### config.mk
export PLATFORM = sky130hd
export DESIGN_NAME = vga_timing_ctrl
export DESIGN_NICKNAME = d
export VERILOG_FILES = /design/src/rtl/vga_timing_ctrl.sv
export SDC_FILE = /design/constraint.sdc
export NUM_CORES = 1
export LEC_CHECK = 0
export ABC_AREA = 1
export ABC_CLOCK_PERIOD_IN_PS = 5400
export CAP_MARGIN = 40
export CELL_PAD_IN_SITES_DETAIL_PLACEMENT = 1
export CELL_PAD_IN_SITES_GLOBAL_PLACEMENT = 1
export CORE_AREA = 2 2 83 85
export DETAILED_ROUTE_END_ITERATION = 12
export DIE_AREA = 0 0 85 87
export PLACE_DENSITY = 0.85
export SYNTH_ARGS = -nofsm -noshare
export SYNTH_HDL_FRONTEND = slang
export SYNTH_SLANG_ARGS = --single-unit
### constraint.sdc
create_clock -name vga_clk -period 5.4 [get_ports vga_clk]
set_input_delay 1.35 -clock vga_clk [delete_from_list [all_inputs] [get_ports vga_clk]]
set_output_delay 1.35 -clock vga_clk [all_outputs]
set_load 0.1 [all_outputs]
### src/rtl/vga_timing_ctrl.sv
// VGA timing controller: free-running horizontal/vertical counters, active-low
// syncs, a pixel request window one cycle ahead of the display window (to absorb
// the registered pixel generator), the RGB output gate, and a frame counter.
module vga_timing_ctrl #(
   parameter logic [9:0] H_SYNC  = 10'd96,
   parameter logic [9:0] H_BACK  = 10'd48,
   parameter logic [9:0] H_VALID = 10'd640,
   parameter logic [9:0] H_FRONT = 10'd16,
   parameter logic [9:0] V_SYNC  = 10'd2,
   parameter logic [9:0] V_BACK  = 10'd33,
   parameter logic [9:0] V_VALID = 10'd480,
   parameter logic [9:0] V_FRONT = 10'd10
) (
   input  logic        vga_clk,
   input  logic        sys_rst_n,
   input  logic [15:0] pix_data,
   output logic [9:0]  pix_x,
   output logic [9:0]  pix_y,
   output logic        hsync,
   output logic        vsync,
   output logic [15:0] rgb,
   output logic        rgb_valid,
   output logic        frame_start,
   output logic [7:0]  frame_cnt
);

   localparam logic [9:0] H_TOTAL     = H_SYNC + H_BACK + H_VALID + H_FRONT;
   localparam logic [9:0] V_TOTAL     = V_SYNC + V_BACK + V_VALID + V_FRONT;
   localparam logic [9:0] H_ACT_START = H_SYNC + H_BACK;
   localparam logic [9:0] H_ACT_END   = H_ACT_START + H_VALID - 10'd1;
   // The request window leads the display window by one cycle.
   localparam logic [9:0] H_REQ_START = H_ACT_START - 10'd1;
   localparam logic [9:0] H_REQ_END   = H_ACT_END - 10'd1;
   localparam logic [9:0] V_ACT_START = V_SYNC + V_BACK;
   localparam logic [9:0] V_ACT_END   = V_ACT_START + V_VALID - 10'd1;
   localparam logic [9:0] NO_REQ      = 10'h3FF;

   logic [9:0] cnt_h;
   logic [9:0] cnt_v;
   logic       h_end;
   logic       v_end;
   logic       v_active;
   logic       pix_req;

   assign h_end = (cnt_h == H_TOTAL - 10'd1);
   assign v_end = (cnt_v == V_TOTAL - 10'd1);

   // Horizontal counter: pixel position within the line, wraps every line.
   always_ff @(posedge vga_clk or negedge sys_rst_n) begin
      // NOTE: non-blocking assignments make all registers sample pre-edge values, so cnt_v/frame_cnt see the same h_end.
      if (!sys_rst_n)
         cnt_h <= '0;
      else if (h_end)
         cnt_h <= '0;
      else
         cnt_h <= cnt_h + 10'd1;
   end

   // Vertical counter: line index within the frame, advances on the last pixel of a line.
   always_ff @(posedge vga_clk or negedge sys_rst_n) begin
      if (!sys_rst_n)
         cnt_v <= '0;
      else if (h_end) begin
         if (v_end)
            cnt_v <= '0;
         else
            cnt_v <= cnt_v + 10'd1;
      end
   end

   // Frame counter: counts completed frames on the edge where both counters wrap.
   always_ff @(posedge vga_clk or negedge sys_rst_n) begin
      if (!sys_rst_n)
         frame_cnt <= '0;
      else if (h_end && v_end)
         frame_cnt <= frame_cnt + 8'd1;
   end

   // Decode syncs, windows, pixel coordinates and the RGB gate from the counters.
   always_comb begin
      // NOTE: every output gets a default first so no path through this block can infer a latch.
      hsync       = 1'b1;
      vsync       = 1'b1;
      v_active    = 1'b0;
      rgb_valid   = 1'b0;
      pix_req     = 1'b0;
      pix_x       = NO_REQ;
      pix_y       = NO_REQ;
      rgb         = 16'h0000;
      frame_start = 1'b0;

      if (cnt_h < H_SYNC)
         hsync = 1'b0;
      if (cnt_v < V_SYNC)
         vsync = 1'b0;

      v_active  = (cnt_v >= V_ACT_START) && (cnt_v <= V_ACT_END);
      rgb_valid = v_active && (cnt_h >= H_ACT_START) && (cnt_h <= H_ACT_END);
      pix_req   = v_active && (cnt_h >= H_REQ_START) && (cnt_h <= H_REQ_END);

      if (pix_req) begin
         pix_x = cnt_h - H_REQ_START;
         pix_y = cnt_v - V_ACT_START;
      end

      // pix_data is only passed through inside the display window.
      if (rgb_valid)
         rgb = pix_data;

      frame_start = (cnt_h == 10'd0) && (cnt_v == 10'd0);
   end

endmodule

### After elaboration in Yosys (flattened, before gate mapping)

Index checks and enable logic that the tools add are counted.

| storage, ports and cells | value |
|---|---|
| bits in writable memories | 0 |
| input bits | 18 |
| memories kept | 0 |
| bits in registers | 28 |
| logic and storage cells | 34 |
| latch bits | 0 |
| ROM bits | 0 |

| cells by class | value |
|---|---|
| eq/ne operators | 2 |
| reductions and logical operators | 9 |
| magnitude comparators | 8 |
| bitwise logic cells | 0 |
| multiply operators | 0 |
| div/mod/pow operators | 0 |
| multiplexer cells | 7 |
| shift operators | 0 |
| add/sub/neg operators | 5 |

Operator list:

| cell | number |
|---|---|
| $mux W10 | 4 |
| $le A10 B10 Y1 const B | 3 |
| $add A10 B1 Y10 const B | 2 |
| $eq A10 B10 Y1 const B | 2 |
| $ge A10 B8 Y1 const B | 2 |
| $logic_not A10 Y1 | 2 |
| $mux W16 | 1 |
| $ge A10 B6 Y1 const B | 1 |
| $lt A10 B2 Y1 const B | 1 |
| $lt A10 B7 Y1 const B | 1 |
| $sub A10 B6 Y10 const B | 1 |
| $sub A10 B8 Y10 const B | 1 |
| $add A8 B1 Y8 const B | 1 |
| $logic_and A1 B1 Y1 | 7 |
| $mux W1 | 2 |

### Logic depth before layout (Yosys ltp)

| logic depth | value |
|---|---|
| word-level depth | 5 |
| gate-level depth with buffers | 11 |
| mapped depth without buffers | 11 |

### Worst setup path after synthesis

OpenSTA, ideal clock, no wires.

| timing | value |
|---|---|
| path kind | reg2out |
| from | register cnt_v[0] |
| to | output frame_start |
| path slack | 307 ps |
| data arrival time | 3743 ps |
| stages on the path, launching flop included | 5 |
| buffers on the path | 0 |
| path through | dfrtp_1 inv_1 ha_1 nand4_1 nor4_1 |

| between the ends | value |
|---|---|
| cells in the longest elaborated chain, start to end | 2 |

RTL lines:

| item | RTL line | text |
|---|---|---|
| start, declared | 39 | `logic [9:0] cnt_v;` |
| start signal, assigned | 67 | `cnt_v <= cnt_v + 10'd1;` |
| $logic_not A10 Y1 | 110 | `frame_start = (cnt_h == 10'd0) && (cnt_v == 10'd0);` |
| $logic_and A1 B1 Y1 | 110 |  |
| end, declared | 23 | `output logic frame_start,` |

Every way passes these cells.

### Worst setup path after layout

| timing | value |
|---|---|
| from | register cnt_h[0] |
| to | output pix_y[0] |

| between the ends | value |
|---|---|
| cells in the longest elaborated chain, start to end | 4 |
| elaborated cells between the ends (all ways) | 5 |
| those cells by class | order compare: 2; mux: 1; reduce/logical: 2 |

RTL lines:

| item | RTL line | text |
|---|---|---|
| start, declared | 38 | `logic [9:0] cnt_h;` |
| start signal, assigned | 56 | `cnt_h <= cnt_h + 10'd1;` |
| $ge A10 B8 Y1 | 99 | `pix_req = v_active && (cnt_h >= H_REQ_START) && (cnt_h <= H_REQ_END);` |
| $logic_and A1 B1 Y1 | 99 |  |
| $logic_and A1 B1 Y1 (*) | 99 |  |
| $mux W10 (*) | 101 | `if (pix_req) begin` |
| end, declared | 18 | `output logic [9:0] pix_y,` |

Mark *: on every way between the ends. The rest lies on a longest branch, timed or not.

==> flow_summary_export.csv <==
group,metric,value,unit
yosys,synth.most_common_cell,"nand2_1",
yosys,yosys_warnings,0,
worst_setup_path,start_kind,"flop",
worst_setup_path,crit_top_cell,"nand2_1",
clock_tree,tritoncts,"yes",
timing,hold_viol_final,0,
timing,period_share,78.5,%
detailed_routing,drcViolationCount,0,
detailed_routing,ant_nets,0,
worst_setup_path,slowest_stage,"dfrtp_1",
grt,antenna_found_initial,0,
yosys,syn_nets,356,
power,ir_drop,0.000104,V
timing,slew_headroom,64.2,%
die,start_util,34.4,%
job,cap_violations,0,
timing,skew,0.00927,ns
timing,setup_slack,1.16,ns
timing,whs,0.555,ns
power,p_leak,1.77,nW
yosys,synth_cells,333,
yosys,synth_ff_type,"dfrtp_1",
clock_tree,cts_sinks,28,
placement,place_ws,1.46,ns
grt,grt_pass1_vias,2483,
min_path,hp-class,"flop to flop",
worst_setup_path,path_buf_inv,2,
worst_setup_path,path_class,"flop to primary output",
yosys,synth.ff_latch_count,28,
yosys,netlist_top_cells_count,"100 x nand2_1, 52 x inv_1, 29 x nor2_1, 28 x dfrtp_1",
finish,nets,453,
clock_tree,cts_hold_buf,0,
finish,antennaDiodeCount,0,
worst_setup_path,cp_max_fo,20,
die,pin_count,66,
clock_tree,clk_latency,0.28,ns
worst_setup_path,critical_path.cell_chain,"ha_1 -> nand3_2 -> nand2_1 -> nand2_1 -> nand2_1 -> nand2_1 -> nor2_4 -> nand2_1 -> clkdlybuf4s50_1 -> buf_8",
yosys,yosys.cell_types.count,27,
yosys,synth.area.top_cells,"dfrtp_1 31%, nand2_1 17%, inv_1 8.6%",
finish,drive_above_1_share,21.4,%
die,dieHeight,87,µm
finish,synthToLayoutAreaGrowth,53.0,%
clock_tree,cts-root-buf,"clkbuf_8",
worst_setup_path,crit_required,4.05,ns
clock_tree,post-cts-setup-buffers,0,
detailed_routing,drt_iter0_drc,82,
grt,grt.overflow.total,0,
placement,dp.cells,505,
detailed_routing,wirelength,6810,µm
detailed_routing,vias,2416,
timing,worstMarginPinSlew,0.536,ns
grt,grt_pass1_wl,11400,µm
clock_tree,cts_max_level,1,
die,core_area,6570,µm²
die,fp.dieW,85,µm
detailed_routing,wl_per_cell,13.4,µm
placement,io_buffers,65,
placement,dp_hpwl,5500,µm
detailed_routing,vias_per_cell,4.75,
detailed_routing,drt-pass1-iter-count,4,
grt,grt_max_degree,29,
grt,grt.total_usage,18.7,%
worst_setup_path,arrival,2.89,ns
timing,setup_violations,0,
timing,finalMaxSlewViolations,0,
yosys,syn_area,2260,µm²
timing,rsz0062_at_grt,"false",
clock_tree,ctsResizeCount,0,
yosys,synth_top_area_share,31.0,%
clock_tree,cts_max_path_buffers,2,
die,num_rows,30,
clock_tree,cts_buffers,3,
yosys,seq_area_frac_synth,31.0,%
timing,fmax,236,MHz
status,status,"finished clean",
clock_tree,clk_pin_slew,0.11,ns
worst_setup_path,cp-end-kind,"primary output",
timing,timing.final.crit_period,4.24,ns
power,powerDensity,107,nW/µm²
placement,gp_congestion,0.807,
yosys,synth_edf_count,0,
timing,final.setup.tns,0,ns
finish,instances_no_fill,509,
worst_setup_path,crit_family,"simple AND/OR/NAND/NOR gates",
yosys,async_reset_ff_share,100,%
die,die_area,7400,µm²
worst_setup_path,cpPeakStageDelay,0.51,ns
yosys,syn_area_per_cell,6.78,µm²
yosys,yosys.area.top_type,"dfrtp_1",
state kept, by name, summed over array words and instances, names as in the netlist:
name	cells
cnt_v	10
frame_cnt	8
cnt_h	10
path summary, 6_finish.rpt:
check / start / to / slack [ns] / cells past startpoint
min in group asynchronous: sys_rst_n / cnt_v[3]$_DFFE_PN0P_ / 1.44 / 2
min reg2reg: frame_cnt[0]$_DFFE_PN0P_ / frame_cnt[0]$_DFFE_PN0P_ / 0.56 / 1
max: cnt_h[0]$_DFF_PN0_ / pix_y[0] / 1.16 / 10
min: frame_cnt[0]$_DFFE_PN0P_ / frame_cnt[0]$_DFFE_PN0P_ / 0.56 / 1
max reg2reg: cnt_h[0]$_DFF_PN0_ / frame_cnt[7]$_DFFE_PN0P_ / 3.44 / 8
max in group asynchronous: sys_rst_n / cnt_h[7]$_DFF_PN0_ / 3.67 / 2
stage by stage:
stage / cell area, µm² / util, % / power, W
detailed placement: 3400 / 51.8 / 0.000234
CTS: 3450 / 52.6 / 0.000370
global placement: 2920 / 44.4 / 0.000234
global route: 3450 / 52.6 / 0.000380
floorplan: 2260 / - / 0.000217
finish: 3450 / 52.6 / 0.000370
cell type report:
type / instances / area (µm²)
clock buffers: 4 / 55.1
fillers: 810 / 3110
inverters: 61 / 229
multi-input cells: 238 / 1270
flip-flops and latches: 28 / 701
well taps: 80 / 100
repair buffers: 98 / 1100
cell usage in the layout, fill, tap and decap left out, types with 2 or more instances in the layout:
| master | netlist | final |
|---|---|---|
| buf_8 | 0 | 32 |
| inv_1 | 52 | 52 |
| buf_4 | 1 | 17 |
| o21ai_2 | 3 | 3 |
| nor3_1 | 5 | 5 |
| inv_2 | 9 | 9 |
| nor2_1 | 29 | 29 |
| nand3_1 | 22 | 22 |
| xor2_1 | 22 | 22 |
| nand2_1 | 100 | 100 |
| nand3_2 | 2 | 2 |
| ha_1 | 5 | 5 |
| nand2_2 | 5 | 5 |
| dfrtp_1 | 28 | 28 |
| clkbuf_8 | 0 | 4 |
| nor2_2 | 13 | 13 |
| clkdlybuf4s50_1 | 0 | 49 |
| o21ai_0 | 13 | 13 |
| nand4_1 | 7 | 7 |
| nor2_4 | 3 | 3 |
| a21oi_1 | 2 | 2 |
kinds of logic (layout without fill, tap and decap cells):
family,after synthesis,count (layout),share of synthesized area [%]
adders and majority gates,5,5,2.77
DFF,28,28,31.0
xor gates and xnor gates,23,23,8.92
and+or+nand+nor,191,191,39.6
AOI/OAI and AO/OA,19,19,5.04
buffers and inverters,67,163,12.7
power breakdown:
group / internal, W / leakage, nW / total [W] / switching, W
Combinational: 0.0000120 / 1.36 / 0.0000199 / 0.00000789
Clock: 0.0000655 / 0.0288 / 0.000140 / 0.0000748
Sequential: 0.000210 / 0.377 / 0.000210 / 0
routing by layer:
metal,vias up,track usage [%],share of wire (%)
li1,1207,-,-
met1,1142,23.9,45
met2,63,34.4,50
met3,4,2.18,4.7
met4,0,2.45,0.43
met5,-,0,0
No activity file was read; power rests on OpenSTA's default activity.
